<file path="src/rtl/mips_ctrl_pkg.sv">
// Shared encodings for the multi-cycle MIPS controller: ALU ops, opcodes, functs,
// FSM states, PC source selects and the decoded control bundle.
package mips_ctrl_pkg;

    localparam logic [4:0] ALU_XOR  = 5'b00000;
    localparam logic [4:0] ALU_SLL  = 5'b00001;
    localparam logic [4:0] ALU_SLLV = 5'b11001;
    localparam logic [4:0] ALU_SRL  = 5'b00010;
    localparam logic [4:0] ALU_SRLV = 5'b11010;
    localparam logic [4:0] ALU_SRA  = 5'b00011;
    localparam logic [4:0] ALU_ADD  = 5'b00100;
    localparam logic [4:0] ALU_SUB  = 5'b00101;
    localparam logic [4:0] ALU_MULT = 5'b00110;
    localparam logic [4:0] ALU_DIV  = 5'b00111;
    localparam logic [4:0] ALU_OR   = 5'b01000;
    localparam logic [4:0] ALU_NOR  = 5'b01001;
    localparam logic [4:0] ALU_AND  = 5'b01010;
    localparam logic [4:0] ALU_SLT  = 5'b01011;
    localparam logic [4:0] ALU_BEQ  = 5'b01101;
    localparam logic [4:0] ALU_BNE  = 5'b01110;
    localparam logic [4:0] ALU_BLEZ = 5'b01111;
    localparam logic [4:0] ALU_BGTZ = 5'b10000;
    localparam logic [4:0] ALU_BGEZ = 5'b10001;
    localparam logic [4:0] ALU_LUI  = 5'b10010;

    localparam logic [5:0] OP_RTYPE  = 6'h00;
    localparam logic [5:0] OP_REGIMM = 6'h01;
    localparam logic [5:0] OP_J      = 6'h02;
    localparam logic [5:0] OP_JAL    = 6'h03;
    localparam logic [5:0] OP_BEQ    = 6'h04;
    localparam logic [5:0] OP_BNE    = 6'h05;
    localparam logic [5:0] OP_BLEZ   = 6'h06;
    localparam logic [5:0] OP_BGTZ   = 6'h07;
    localparam logic [5:0] OP_ADDI   = 6'h08;
    localparam logic [5:0] OP_ADDIU  = 6'h09;
    localparam logic [5:0] OP_SLTI   = 6'h0A;
    localparam logic [5:0] OP_ANDI   = 6'h0C;
    localparam logic [5:0] OP_ORI    = 6'h0D;
    localparam logic [5:0] OP_XORI   = 6'h0E;
    localparam logic [5:0] OP_LUI    = 6'h0F;
    localparam logic [5:0] OP_LW     = 6'h23;
    localparam logic [5:0] OP_SW     = 6'h2B;

    localparam logic [5:0] FN_SLL     = 6'h00;
    localparam logic [5:0] FN_SRL     = 6'h02;
    localparam logic [5:0] FN_SRA     = 6'h03;
    localparam logic [5:0] FN_SLLV    = 6'h04;
    localparam logic [5:0] FN_SRLV    = 6'h06;
    localparam logic [5:0] FN_JR      = 6'h08;
    localparam logic [5:0] FN_SYSCALL = 6'h0C;
    localparam logic [5:0] FN_MULT    = 6'h18;
    localparam logic [5:0] FN_DIV     = 6'h1A;
    localparam logic [5:0] FN_ADD     = 6'h20;
    localparam logic [5:0] FN_ADDU    = 6'h21;
    localparam logic [5:0] FN_SUB     = 6'h22;
    localparam logic [5:0] FN_SUBU    = 6'h23;
    localparam logic [5:0] FN_AND     = 6'h24;
    localparam logic [5:0] FN_OR      = 6'h25;
    localparam logic [5:0] FN_XOR     = 6'h26;
    localparam logic [5:0] FN_NOR     = 6'h27;
    localparam logic [5:0] FN_SLT     = 6'h2A;

    localparam logic [1:0] PC_SEQ    = 2'd0;
    localparam logic [1:0] PC_BRANCH = 2'd1;
    localparam logic [1:0] PC_JUMP   = 2'd2;
    localparam logic [1:0] PC_REG    = 2'd3;

    typedef enum logic [2:0] {FETCH, DECODE, EXEC, MEM, WB, HALT} state_e;

    typedef enum logic [3:0] {
        KIND_ALU, KIND_LOAD, KIND_STORE, KIND_BRANCH, KIND_JUMP,
        KIND_JAL, KIND_JR, KIND_SYSCALL, KIND_ILLEGAL
    } kind_e;

    typedef struct packed {
        kind_e      kind;
        logic [4:0] alu_op;
        logic       alu_src_imm;
        logic       imm_zero_ext;
        logic       reg_dst_rd;
        logic       mem_to_reg;
        logic       mem_we;
        logic       link;
    } ctrl_t;

    localparam ctrl_t CTRL_RESET = '{kind: KIND_ALU, alu_op: ALU_XOR, alu_src_imm: 1'b0,
                                     imm_zero_ext: 1'b0, reg_dst_rd: 1'b0, mem_to_reg: 1'b0,
                                     mem_we: 1'b0, link: 1'b0};

    localparam ctrl_t CTRL_ILLEGAL = '{kind: KIND_ILLEGAL, alu_op: ALU_XOR, alu_src_imm: 1'b0,
                                       imm_zero_ext: 1'b0, reg_dst_rd: 1'b0, mem_to_reg: 1'b0,
                                       mem_we: 1'b0, link: 1'b0};

endpackage

</file>
<file path="src/rtl/mips_main_decoder.sv">
// Combinational instruction decoder: instruction word -> control bundle.
// Anything not in the supported opcode/funct set decodes as KIND_ILLEGAL.
module mips_main_decoder
    import mips_ctrl_pkg::*;
(
    input  logic [31:0] inst,
    output ctrl_t       ctrl
);

    logic [5:0] opcode;
    logic [5:0] funct;
    logic [4:0] rt;
    logic       unused_fields;

    assign opcode = inst[31:26];
    assign funct  = inst[5:0];
    assign rt     = inst[20:16];
    assign unused_fields = ^{inst[25:21], inst[15:6]};

    always_comb begin
        ctrl = CTRL_ILLEGAL;
        case (opcode)
            OP_RTYPE: begin
                ctrl.kind       = KIND_ALU;
                ctrl.reg_dst_rd = 1'b1;
                case (funct)
                    FN_ADD, FN_ADDU: ctrl.alu_op = ALU_ADD;
                    FN_SUB, FN_SUBU: ctrl.alu_op = ALU_SUB;
                    FN_AND:          ctrl.alu_op = ALU_AND;
                    FN_OR:           ctrl.alu_op = ALU_OR;
                    FN_XOR:          ctrl.alu_op = ALU_XOR;
                    FN_NOR:          ctrl.alu_op = ALU_NOR;
                    FN_SLT:          ctrl.alu_op = ALU_SLT;
                    FN_SLL:          ctrl.alu_op = ALU_SLL;
                    FN_SRL:          ctrl.alu_op = ALU_SRL;
                    FN_SRA:          ctrl.alu_op = ALU_SRA;
                    FN_SLLV:         ctrl.alu_op = ALU_SLLV;
                    FN_SRLV:         ctrl.alu_op = ALU_SRLV;
                    FN_MULT:         ctrl.alu_op = ALU_MULT;
                    FN_DIV:          ctrl.alu_op = ALU_DIV;
                    FN_JR: begin
                        ctrl.kind       = KIND_JR;
                        ctrl.reg_dst_rd = 1'b0;
                    end
                    FN_SYSCALL: begin
                        ctrl.kind       = KIND_SYSCALL;
                        ctrl.reg_dst_rd = 1'b0;
                    end
                    default: ctrl = CTRL_ILLEGAL;
                endcase
            end
            OP_ADDI, OP_ADDIU: begin
                ctrl.kind = KIND_ALU; ctrl.alu_op = ALU_ADD; ctrl.alu_src_imm = 1'b1;
            end
            OP_SLTI: begin
                ctrl.kind = KIND_ALU; ctrl.alu_op = ALU_SLT; ctrl.alu_src_imm = 1'b1;
            end
            OP_ANDI: begin
                ctrl.kind = KIND_ALU; ctrl.alu_op = ALU_AND; ctrl.alu_src_imm = 1'b1;
                ctrl.imm_zero_ext = 1'b1;
            end
            OP_ORI: begin
                ctrl.kind = KIND_ALU; ctrl.alu_op = ALU_OR; ctrl.alu_src_imm = 1'b1;
                ctrl.imm_zero_ext = 1'b1;
            end
            OP_XORI: begin
                ctrl.kind = KIND_ALU; ctrl.alu_op = ALU_XOR; ctrl.alu_src_imm = 1'b1;
                ctrl.imm_zero_ext = 1'b1;
            end
            OP_LUI: begin
                ctrl.kind = KIND_ALU; ctrl.alu_op = ALU_LUI; ctrl.alu_src_imm = 1'b1;
            end
            OP_LW: begin
                ctrl.kind = KIND_LOAD; ctrl.alu_op = ALU_ADD; ctrl.alu_src_imm = 1'b1;
                ctrl.mem_to_reg = 1'b1;
            end
            OP_SW: begin
                ctrl.kind = KIND_STORE; ctrl.alu_op = ALU_ADD; ctrl.alu_src_imm = 1'b1;
                ctrl.mem_we = 1'b1;
            end
            OP_BEQ:  begin ctrl.kind = KIND_BRANCH; ctrl.alu_op = ALU_BEQ;  end
            OP_BNE:  begin ctrl.kind = KIND_BRANCH; ctrl.alu_op = ALU_BNE;  end
            OP_BLEZ: begin ctrl.kind = KIND_BRANCH; ctrl.alu_op = ALU_BLEZ; end
            OP_BGTZ: begin ctrl.kind = KIND_BRANCH; ctrl.alu_op = ALU_BGTZ; end
            OP_REGIMM: begin
                // Only bgez (rt = 1) is supported in the REGIMM group
                if (rt == 5'd1) begin
                    ctrl.kind = KIND_BRANCH; ctrl.alu_op = ALU_BGEZ;
                end
            end
            OP_J:   ctrl.kind = KIND_JUMP;
            OP_JAL: begin ctrl.kind = KIND_JAL; ctrl.link = 1'b1; end
            default: ctrl = CTRL_ILLEGAL;
        endcase
    end

endmodule

</file>
<file path="src/rtl/mips_multicycle_ctrl.sv">
// Multi-cycle MIPS control FSM: fetch handshake, decode register, exec/mem/wb sequencing.
// Optional MEM_TIMEOUT_EN bounds the MEM wait to MEM_WAIT_MAX cycles (0 = unbounded).
module mips_multicycle_ctrl
    import mips_ctrl_pkg::*;
#(
    parameter int unsigned MEM_WAIT_MAX = 0
) (
    input  logic        clk,
    input  logic        rst_b,
    input  logic [31:0] inst,
    input  logic        inst_valid,
    output logic        inst_ready,
    output logic [4:0]  alu_op,
    input  logic        zero,
    output logic        alu_src_imm,
    output logic        imm_zero_ext,
    output logic        reg_dst_rd,
    output logic        reg_write,
    output logic        mem_to_reg,
    output logic        mem_req,
    output logic        mem_we,
    input  logic        mem_ack,
    output logic        pc_write,
    output logic [1:0]  pc_src,
    output logic        link,
    output logic        illegal,
    output logic        halted,
    output logic        mem_timeout
);

    state_e      state_q, state_d;
    logic [31:0] ir_q;
    ctrl_t       dec, ctrl_q;
    logic        halted_q, set_halt;
    logic        wait_expired;

    mips_main_decoder u_dec (
        .inst (ir_q),
        .ctrl (dec)
    );

    always_ff @(posedge clk) begin
        if (!rst_b) begin
            state_q  <= FETCH;
            ir_q     <= '0;
            ctrl_q   <= CTRL_RESET;
            halted_q <= 1'b0;
        end else begin
            state_q <= state_d;
            if (state_q == FETCH && inst_valid) ir_q <= inst;
            if (state_q == DECODE) ctrl_q <= dec;
            if (set_halt) halted_q <= 1'b1;
        end
    end

`ifdef MEM_TIMEOUT_EN
    logic [31:0] wait_q;
    logic        timeout_q;

    assign wait_expired = (MEM_WAIT_MAX > 0) && (state_q == MEM) && !mem_ack &&
                          (wait_q == MEM_WAIT_MAX - 32'd1);

    always_ff @(posedge clk) begin
        if (!rst_b) begin
            wait_q    <= '0;
            timeout_q <= 1'b0;
        end else begin
            wait_q <= (state_q == MEM && !mem_ack) ? wait_q + 32'd1 : 32'd0;
            if (wait_expired) timeout_q <= 1'b1;
        end
    end

    assign mem_timeout = timeout_q;
`else
    logic unused_wait_max;
    assign unused_wait_max = ^MEM_WAIT_MAX;
    assign wait_expired    = 1'b0;
    assign mem_timeout     = 1'b0;
`endif

    always_comb begin
        state_d    = state_q;
        inst_ready = 1'b0;
        pc_write   = 1'b0;
        pc_src     = PC_SEQ;
        reg_write  = 1'b0;
        mem_req    = 1'b0;
        illegal    = 1'b0;
        set_halt   = 1'b0;
        unique case (state_q)
            FETCH: begin
                inst_ready = 1'b1;
                if (inst_valid) state_d = DECODE;
            end
            DECODE: state_d = EXEC;
            EXEC: begin
                state_d = FETCH;
                unique case (ctrl_q.kind)
                    KIND_ALU:               state_d = WB;
                    KIND_LOAD, KIND_STORE:  state_d = MEM;
                    KIND_BRANCH: begin
                        // zero low means the branch condition holds
                        pc_write = 1'b1;
                        pc_src   = zero ? PC_SEQ : PC_BRANCH;
                    end
                    KIND_JUMP: begin
                        pc_write = 1'b1;
                        pc_src   = PC_JUMP;
                    end
                    KIND_JAL: begin
                        pc_write  = 1'b1;
                        pc_src    = PC_JUMP;
                        reg_write = 1'b1;
                    end
                    KIND_JR: begin
                        pc_write = 1'b1;
                        pc_src   = PC_REG;
                    end
                    KIND_SYSCALL: begin
                        set_halt = 1'b1;
                        state_d  = HALT;
                    end
                    KIND_ILLEGAL: begin
                        illegal  = 1'b1;
                        pc_write = 1'b1;
                    end
                    default: state_d = FETCH;
                endcase
            end
            MEM: begin
                mem_req = 1'b1;
                if (mem_ack) begin
                    if (ctrl_q.kind == KIND_STORE) begin
                        pc_write = 1'b1;
                        state_d  = FETCH;
                    end else begin
                        state_d = WB;
                    end
                end else if (wait_expired) begin
                    state_d = HALT;
                end
            end
            WB: begin
                reg_write = 1'b1;
                pc_write  = 1'b1;
                state_d   = FETCH;
            end
            HALT: state_d = HALT;
            default: state_d = FETCH;
        endcase
    end

    assign alu_op       = ctrl_q.alu_op;
    assign alu_src_imm  = ctrl_q.alu_src_imm;
    assign imm_zero_ext = ctrl_q.imm_zero_ext;
    assign reg_dst_rd   = ctrl_q.reg_dst_rd;
    assign mem_to_reg   = ctrl_q.mem_to_reg;
    assign mem_we       = ctrl_q.mem_we;
    assign link         = ctrl_q.link;
    assign halted       = halted_q;

endmodule

</file>
<file path="config.mk">
export PLATFORM = sky130hd
export DESIGN_NAME = mips_multicycle_ctrl
export DESIGN_NICKNAME = d
export VERILOG_FILES = /design/src/rtl/mips_ctrl_pkg.sv /design/src/rtl/mips_main_decoder.sv /design/src/rtl/mips_multicycle_ctrl.sv
export SDC_FILE = /design/constraint.sdc
export NUM_CORES = 1
export LEC_CHECK = 0
export CAP_MARGIN = 5
export CORE_MARGIN = 1
export CORE_UTILIZATION = 30
export DETAILED_ROUTE_END_ITERATION = 16
export DONT_BUFFER_PORTS = 1
export SYNTH_ARGS = -nofsm -noshare
export SYNTH_HDL_FRONTEND = slang
export SYNTH_HIERARCHICAL = 1
export SYNTH_SLANG_ARGS = --single-unit
</file>
<file path="constraint.sdc">
create_clock -name clk -period 4.5 [get_ports clk]
set_clock_uncertainty 0.2 [all_clocks]
set_input_delay 0.225 -clock clk [delete_from_list [all_inputs] [get_ports clk]]
set_output_delay 0.225 -clock clk [all_outputs]
set_load 0.05 [all_outputs]
</file>
Word level (Yosys, flattened, before mapping):

Cells that the tools add are included.

* logic and storage cells: 109
* bits of input ports: 37
* bits in registers: 51
* output and inout bits: 20

* reductions and logical operators: 17
* mux-type cells: 32
* equal/unequal tests: 49

Operators with widths (count)
* == test 6 bit (second input constant): 11
* one-hot mux 5 bit (13 select lines): 1
* one-hot mux 5 bit (11 select lines): 1
* == test 6 x 4 -> 1 bit (second input constant): 9
* == test 6 x 3 -> 1 bit (second input constant): 6
* one-hot mux 4 bit (8 select lines): 1
* == test 6 x 2 -> 1 bit (second input constant): 4
* two-way mux 1 bit: 18
* == test 4 x 3 -> 1 bit (second input constant): 4
* OR reduction 16 bit: 1
* one-hot mux 3 bit (5 select lines): 1
* == test 6 x 5 -> 1 bit (second input constant): 2
* logical NOT 6 bit: 2
* one-hot mux 4 bit (3 select lines): 1
* two-way mux 3 bit: 3
* two-way mux 9 bit: 1
* one-hot mux 3 bit (3 select lines): 1
* OR reduction 9 bit: 1
* == test 4 x 2 -> 1 bit (second input constant): 2
* OR reduction 2 bit: 4
* OR reduction 4 bit: 2
* OR reduction 7 bit: 1
* == test 3 x 2 -> 1 bit (second input constant): 2
* == test 3 bit (second input constant): 2
* other kinds (16): 17

Depth between registers and ports, before layout:

Gate-level depths: netlist of run 1.

* depth after elaboration: 4
* gate-level depth with buffers: 8
* gate-level depth less buffers: 7

By module:

The synthesis of run 1 kept the hierarchy.

Modules (own cells, without submodules)
* mips_multicycle_ctrl: instances 1, seq. area each 1021.0 um2, cells each 280, area each 2388.5 um2
* mips_main_decoder: instances 1, seq. area each 0.0 um2, cells each 107, area each 656.9 um2

Least setup slack after synthesis of run 1:

No wires, ideal clock.

* path kind: register -> output
* from: register state_q[2]
* to: output port pc_src[1]
* arrival time: 1959 ps
* required time: 4075 ps
* path buffers: 1
* cell stages (with the launch flop): 5
* setup slack: 2116 ps
* cells stage by stage: dfxtp_1 > buf_2 > nor2_1 > nand2_1 > a211oi_1

* word-level cells in the longest chain between the ends: 2

RTL lines
* from (decl): RTL line mips_multicycle_ctrl.sv:31 `state_e state_q, state_d;`
* from (signal assigned): RTL line mips_multicycle_ctrl.sv:49 `state_q <= state_d;`
* == test 3 x 2 -> 1 bit: RTL line mips_multicycle_ctrl.sv:90 `unique case (state_q)`
* two-way mux 2 bit: RTL line mips_multicycle_ctrl.sv:90
* to (decl): RTL line mips_multicycle_ctrl.sv:24 `output logic [1:0] pc_src,`

Every way passes these cells.

Worst setup path after layout of run 1:

* from: register state_q[1]
* to: output port reg_write

* word-level cells in the longest chain between the ends: 2
* elaborated cells on any way between the ends: 3
* classes of those cells: eq/ne (2); mux (1)

RTL lines
* == test 3 bit / == test 3 x 2 -> 1 bit (equally long branches): RTL line mips_multicycle_ctrl.sv:90
* one-hot mux 1 bit (2 select lines) *: RTL line mips_multicycle_ctrl.sv:90
* to (decl): RTL line mips_multicycle_ctrl.sv:18 `output logic reg_write,`

Every way passes the cells marked *; elsewhere a longest branch is shown, timed or not.

==> out/qor.yml, run 1 <==
grt.overflow.total: 0
cp_max_fo: 14
tns_ns: 0
dp_hpwl_mm: 4.02
antenna_left: 0
gp_congestion: 0.850
rsz0062_at_grt: "false"
die_area_sq_mm: 0.00858
slowest_stage: "a21oi_1"
power.total_uw: 905
max_freq_ghz: 0.385
hp-class: "in2reg"
drt_iter0_markers: 108
crit_path_end_kind: "output pin"
placed_cell_area_sq_mm: 0.00237
postSynthCellCount: 327
drt-total-wl_mm: 5.68
root_buffer: "clkbuf_8"
finalMaxSlewViolations: 0
cts_setup_buffers: 0
startpoint_type: "flip-flop"
setup_viol: 0
vias: 2175
grtUsageMet2_pct: 24.1
port_buffers: 0
clk_pin_slew_ns: 0.07
cts.sinks: 36
largest_reg_flops: 17
synth_nets: 364
avgSynthCellArea_sq_um: 7.53
grt_pass1_wl_mm: 9.65
period_share_pct: 57.7
core.rowCount: 32
grt_pass1_vias: 2116
worst_pin_slew_ns: 1.03
grt-busiest-layer: "met2"
max_flop_register: "ir_q"
cts_htree_levels: 2
drive_gt1_share_pct: 11.7
grt_use_total_pct: 13.8
required_ns: 4.07
mostFrequentLayoutCells: "nand2_1 (76), dfxtp_1 (36), nor2_1 (20)"
die_h_um: 92.6
use_met1_pct: 15.9
cp_num_buf_inv: 0
start_util_pct: 31.4
powerDensity_mw_per_mm2: 342
antenna_cells: 0
clock_latency_ns: 0.29
leakagePower_uw: 0.000882
cts_hold_buf: 19
syn_area_sq_mm: 0.00246
wl_per_cell_um: 13.6
syn_to_final_growth_pct: 7.52
worstPathArrival_ns: 2.17
ios: 57
cpPeakStageDelay_ns: 0.81
status: "finished, final reports clean"
grt_max_degree: 36
relSlewSlack_pct: 31.6
post_cts_resized: 0
cts_buffers: 5
drc: 0
fin_util_pct: 33.8
timing_worst_setup_path_type: "reg2out"
antenna_found_initial: 0
use_met3_pct: 3.53
cap_violations: 0
clk_path_buf_depth: 2
routed_via_density: 5.19
cts_tree: "done"
ys_warn_count: 6
path_cells: "nor2b_1 -> and3_1 -> nand2_1 -> a21oi_1"
fp.coreArea_sq_mm: 0.00785
finalInstanceArea_sq_mm: 0.00265
drtPass1Iterations: 4
final_common_cell: "nand2_1"
layout.nets: 353
post-route-min-period_ns: 2.60
ir_drop_mv: 0.188
hold_viol_final: 0
cp_top_family: "compound AO/OA/AOI/OAI gates"
dieWidth_um: 92.6
[power breakdown]
part / switching, uW / internal [uW]
Combinational: 153 / 105
Clock: 118 / 108
Sequential: 76.5 / 345
Total: 347 / 558
[layout make-up]
type,instances,area (sq um)
inverters,8,30.0
well taps,102,128
repair buffers,19,190
clock inverters,3,18.8
fillers,860,5200
multi-input cells,246,1490
flip-flops and latches,36,721
clock buffers,5,68.8
[final timing paths]
check                  start         end  slack, ns  depth (start not counted)
hold reg to reg     ir_q[16]    ir_q[16]       0.27                          2
setup reg to reg  state_q[2]    ir_q[20]       2.00                          4
hold / removal    inst_valid  state_q[2]       0.21                          4
setup / recovery  state_q[1]   reg_write       1.90                          4
[stage by stage]
stage	cells	hold slack [ns]	setup WS [ns]
after detailed placement	392	0.174	2.00
final	419	0.205	1.90
after global routing	419	0.252	1.79
after floorplan	327	0.170	2.12
after global placement	392	0.158	2.02
after CTS	419	0.203	1.89
[worst register-to-register path, stage by stage (launching register included)]
cell and delay [ns]:
dfxtp_1 0.47, nor3_2 0.82, nand2_1 0.58, nand2_1 0.25, a21boi_2 0.07
[metal layers]
layer / vias up / routed length (um)
li1: 1089 / -
met1: 1033 / 2540
met2: 38 / 2730
met4: 0 / 138
met5: - / 0
met3: 15 / 268
No activity file was read; power rests on OpenSTA's default activity.
==> run 2: changes to the inputs <==
==> constraint.sdc (replaced) <==
create_clock -name clk -period 2.7 [get_ports clk]
set_clock_uncertainty 0.2 [all_clocks]
set_input_delay 0.135 -clock clk [delete_from_list [all_inputs] [get_ports clk]]
set_output_delay 0.135 -clock clk [all_outputs]
set_load 0.05 [all_outputs]
==> out/qor.yml, run 2 (same netlist as run 1, synthesis figures left out) <==
clk_path_buf_depth: 2  # unchanged
cts_htree_levels: 2  # unchanged
drive_gt1_share_pct: 13.3  # +1.6 points
ir_drop_mv: 0.305  # +62%
dieWidth_um: 92.6  # unchanged
grt_max_degree: 36  # unchanged
die_h_um: 92.6  # unchanged
cpPeakStageDelay_ns: 0.57  # -0.24 ns
root_buffer: "clkbuf_8"
required_ns: 2.72  # -1.35 ns
seqPwrFrac_pct: 43.8  # -2.8 points
port_buffers: 0  # unchanged
relSlewSlack_pct: 32.0  # +0.36 points
cp_max_fo: 11  # -3
status: "finished, final reports clean"
routed_via_density: 5.15  # -0.83%
grt_pass1_wl_mm: 9.51  # -1.4%
period_share_pct: 76.6
startpoint_type: "flip-flop"
final_common_cell: "nand2_1"
antenna_cells: 0  # unchanged
cts.sinks: 36  # unchanged
syn_to_final_growth_pct: 10.5
grt.overflow.total: 0  # unchanged
drt-total-wl_mm: 5.62  # -1.1%
rsz0062_at_grt: "false"
grt_use_total_pct: 13.6  # -0.25 points
fp.coreArea_sq_mm: 0.00785  # unchanged
setup_slack_ns: 0.631  # -1.27 ns
cp_num_buf_inv: 0  # unchanged
wl_per_cell_um: 13.2  # -2.7%
cap_violations: 0  # unchanged
multi_input_area_sq_mm: 0.00149  # unchanged
net-switching-power_uw: 567  # +64%
gp_congestion: 0.832  # -2.1%
finalInstanceArea_sq_mm: 0.00272  # +2.7%
die_area_sq_mm: 0.00858  # unchanged
p_clk_share_pct: 28.7  # +3.8 points
drc: 0  # unchanged
post_cts_resized: 0  # unchanged
start_util_pct: 31.4  # unchanged
cp_top_family: "compound AO/OA/AOI/OAI gates"
setup_viol: 0  # unchanged
ios: 57  # unchanged
max_flop_register: "ir_q"
hp-class: "in2reg"
slowest_stage: "dfxtp_1"
p_comb_share_pct: 27.5  # -1.0 points
fill_cells: 853  # -0.81%
cts_buffers: 5  # unchanged
switching_share_pct: 35.5  # -2.9 points
leakagePower_uw: 0.000927  # +5.0%
drt_iter0_markers: 180  # +67%
max_freq_ghz: 0.483
core.rowCount: 32  # unchanged
vias: 2193  # +0.83%
path_cells: "nand2b_4 -> a211o_1 -> a2111oi_2 -> o21ai_1 -> a21oi_1 -> nand2_1 -> a21boi_1"
antenna_left: 0  # unchanged
grt_pass1_vias: 2109  # -0.33%
finalMaxSlewViolations: 0  # unchanged
tns_ns: 0  # unchanged
antenna_found_initial: 0  # unchanged
largest_reg_flops: 17  # unchanged
clock_latency_ns: 0.28  # about the same
placed_cell_area_sq_mm: 0.00242  # +2.2%
clk_pin_slew_ns: 0.07  # about the same
mostFrequentLayoutCells: "nand2_1 (76), dfxtp_1 (36), nor2_1 (20)"
p_int_uw: 1030  # +85%
dp.cells: 399  # +1.8%
worst_pin_slew_ns: 1.02  # -0.0120 ns
dp_slack_ns: 0.635  # -1.37 ns
dp_hpwl_mm: 3.99  # -0.68%
regArea_sq_um: 721  # unchanged
drtPass1Iterations: 4  # unchanged
post-route-min-period_ns: 2.07
hold_viol_final: 0  # unchanged
layout.nets: 360  # +2.0%
worstPathArrival_ns: 2.09  # -0.08 ns
finalNonFillerCells: 426  # +1.7%
powerDensity_mw_per_mm2: 588  # +72%
cts_tree: "done"
timing_worst_setup_path_type: "reg2reg"
crit_path_end_kind: "flip-flop"
## run 2: changes by cell type in the layout (fill, tap and decap cells not counted)
| cell | change |
|---|---|
| buf_4 | +7 |
| bufinv_16 | +1 |
| clkbuf_1 | +1 |
| clkinv_2 | -1 |
| clkinv_4 | -1 |
## run 2: path summary, 6_finish.rpt
check | slack [ns] | cells past startpoint | start | endpoint
max | 0.63 | 7 | ir_q[2] | alu_op[3]
max reg2reg | 0.63 | 7 | ir_q[2] | alu_op[3]
min | 0.14 | 4 | inst_valid | state_q[2]
min reg2reg | 0.26 | 2 | ir_q[19] | ir_q[19]
## run 2: layout make-up
class / count / area share (%)
tap: 102 / 4.69
sequential: 36 / 26.5
multi-input combinational: 246 / 54.9
inverter: 8 / 1.10
clock buffer: 6 / 2.67
clock inverter: 2 / 1.29
timing repair buffer: 26 / 8.92
## run 2: layer usage
layer	global-route usage (%)	part of all wire, %	vias to the layer above
met5	0	0	-
met4	3.59	1.7	0
met3	3.28	4.6	14
met2	23.6	49	46
met1	16.7	44	1028
li1	-	-	1105
## run 2: stage by stage
step | hold slack, ns | power (uW) | util [%]
floorplan | 0.0798 | 1090 | -
global placement | 0.0687 | 1120 | 30.9
detailed placement | 0.0837 | 1130 | 30.9
CTS | 0.117 | 1610 | 34.7
global route | 0.241 | 1700 | 34.7
finish | 0.140 | 1600 | 34.7
## run 2: worst min-delay path: cells and delay by family
family,cells,cell delay [ns]
AOI/OAI and AO/OA,3,0.29
and+or+nand+nor,1,0.14
## run 2: timing repair
action | 4_1_cts | 5_1_grt
setup buffers | 0 | 0
hold buffers | 19 | 0
hold endpoints to repair | 36 | 0
## run 2: power by group through the flow
| stage | Combinational (uW) | Clock, uW | Sequential, uW |
|---|---|---|---|
| 2_1_floorplan | 467 | 0 | 626 |
| 3_3_place_gp | 406 | 0 | 713 |
| 3_5_place_dp | 411 | 0 | 714 |
| 4_1_cts | 442 | 470 | 701 |
| 5_1_grt | 491 | 494 | 715 |
| 6_report | 440 | 459 | 701 |
==> run 3: changes to the inputs <==
==> constraint.sdc (replaced) <==
create_clock -name clk -period 2.1 [get_ports clk]
set_clock_uncertainty 0.2 [all_clocks]
set_input_delay 0.105 -clock clk [delete_from_list [all_inputs] [get_ports clk]]
set_output_delay 0.105 -clock clk [all_outputs]
set_load 0.05 [all_outputs]
==> out/qor.yml, run 3 (same netlist as run 1, synthesis figures left out) <==
relSlewSlack_pct: 33.1  # +1.1 points
cts_setup_buffers: 0  # unchanged
required_ns: 2.12  # -0.60 ns
worstRegToRegCells: 7  # unchanged
grt_max_degree: 36  # unchanged
grt_pass1_vias: 2096  # -0.62%
routed_via_density: 5.02  # -2.5%
timing_worst_setup_path_type: "reg2reg"
grt.overflow.total: 0  # unchanged
setup_slack_ns: 0.127  # -0.505 ns
crit_path_end_kind: "flip-flop"
drive_gt1_share_pct: 19.0  # +5.7 points
rsz0062_at_grt: "false"
antenna_left: 0  # unchanged
multi_input_area_sq_mm: 0.00150  # +0.42%
cts.sinks: 36  # unchanged
worstPathArrival_ns: 2.00  # -0.09 ns
setup_viol: 0  # unchanged
max_flop_register: "ir_q"
dp_slack_ns: 0.137  # -0.497 ns
layout.nets: 378  # +5.0%
finalMaxSlewViolations: 0  # unchanged
clock_latency_ns: 0.28  # about the same
antenna_cells: 0  # unchanged
syn_to_final_growth_pct: 16.5
drt_iter0_markers: 123  # -32%
clk_pin_slew_ns: 0.07  # about the same
core.rowCount: 32  # unchanged
vias: 2228  # +1.6%
root_buffer: "clkbuf_8"
cp_max_fo: 3  # -8
dp_hpwl_mm: 4.08  # +2.3%
grt_use_total_pct: 13.8  # +0.25 points
powerDensity_mw_per_mm2: 737  # +25%
port_buffers: 0  # unchanged
post-route-min-period_ns: 1.97  # -0.0954 ns
startpoint_type: "flip-flop"
hold_viol_final: 0  # unchanged
fill_cells: 842  # -1.3%
fp.coreArea_sq_mm: 0.00785  # unchanged
status: "finished, final reports clean"
worst_pin_slew_ns: 1.00  # -0.0170 ns
regArea_sq_um: 723  # +0.35%
dieWidth_um: 92.6  # unchanged
cap_violations: 0  # unchanged
cts_buffers: 5  # unchanged
period_share_pct: 94.0  # +17 points
drt-total-wl_mm: 5.69  # +1.2%
ir_drop_mv: 0.490  # +61%
die_h_um: 92.6  # unchanged
drc: 0  # unchanged
min_path_cells: 4  # unchanged
final_common_cell: "nand2_1"
cts_htree_levels: 2  # unchanged
die_area_sq_mm: 0.00858  # unchanged
max_freq_ghz: 0.507  # +4.8%
ios: 57  # unchanged
hp-class: "in2reg"
cts_tree: "done"
clk_path_buf_depth: 2  # unchanged
mostFrequentLayoutCells: "nand2_1 (76), dfxtp_1 (34), buf_4 (25)"
grt_pass1_wl_mm: 9.69  # +2.0%
drtPass1Iterations: 4  # unchanged
start_util_pct: 31.4  # unchanged
wl_per_cell_um: 12.8  # -2.9%
antenna_found_initial: 0  # unchanged
largest_reg_flops: 17  # unchanged
gp_congestion: 0.845  # +1.6%
leakagePower_uw: 0.00102  # +10%
tns_ns: 0  # unchanged
-- run 3: cell count changes in the layout (fill, tap and decap cells not counted) --
| cell | before | now |
|---|---|---|
| clkinvlp_4 | 0 | 1 |
| dfxtp_1 | 36 | 34 |
| nor4_2 | 0 | 1 |
| buf_4 | 7 | 25 |
| clkbuf_1 | 1 | 0 |
| nor4_1 | 3 | 2 |
| dfxtp_2 | 0 | 2 |
-- run 3: final cells by class --
cell class                      count  share of cell area [%]
Tap cell                          102                    4.45
Clock inverter                      3                    1.48
Clock buffer                        5                    2.40
Inverter                            8                    1.05
Multi-Input combinational cell    246                    52.2
Sequential cell                    36                    25.2
Timing Repair Buffer               44                    13.2
-- run 3: layer usage --
metal	global-route usage (%)	vias to the layer above	routed length, um	share of wire, %
met5	0	-	0	0
met4	4.87	0	99	1.7
met3	3.28	10	257	4.5
met2	23.6	46	2770	49
met1	16.9	1032	2570	45
li1	-	1140	-	-
-- run 3: timing repair --
item / CTS / global route
endpoints found under the hold margin: 36 / 0
gates resized for setup: 0 / 3
endpoints found under the setup margin: 0 / 3
hold buffers: 19 / 0
-- run 3: path summary, 6_finish.rpt --
path	startpoint	to	slack, ns
worst max-delay path	ir_q[19]	alu_op[0]	0.13
worst min-delay path	inst_valid	state_q[2]	0.09
worst max register to register	ir_q[19]	alu_op[0]	0.13
worst min register to register	mem_to_reg	mem_to_reg	0.26
-- run 3: worst max-delay path, cell delays in order (launching register included) --
cell and delay (ns):
dfxtp_1 0.31, nand2b_1 0.13, or4_4 0.44, nor3b_1 0.33, a21boi_0 0.15, o22ai_1 0.16, nand2_1 0.07, a21boi_1 0.13
-- run 3: per-stage QoR --
| step | total power [uW] | instance area (sq um) | instances | util (%) | hold WS, ns |
|---|---|---|---|---|---|
| after floorplan | 1400 | 2460 | 327 | - | 0.0498 |
| after global placement | 1490 | 2560 | 417 | 32.6 | 0.0390 |
| after detailed placement | 1490 | 2560 | 417 | 32.6 | 0.0542 |
| after CTS | 2130 | 2860 | 444 | 36.4 | 0.0702 |
| after global routing | 2240 | 2870 | 444 | 36.6 | 0.117 |
| final | 2110 | 2870 | 444 | 36.6 | 0.0912 |
-- run 3: power breakdown --
group	total, uW	internal (uW)	switching (uW)
registers	864	741	123
clock network	595	351	244
logic	656	275	380
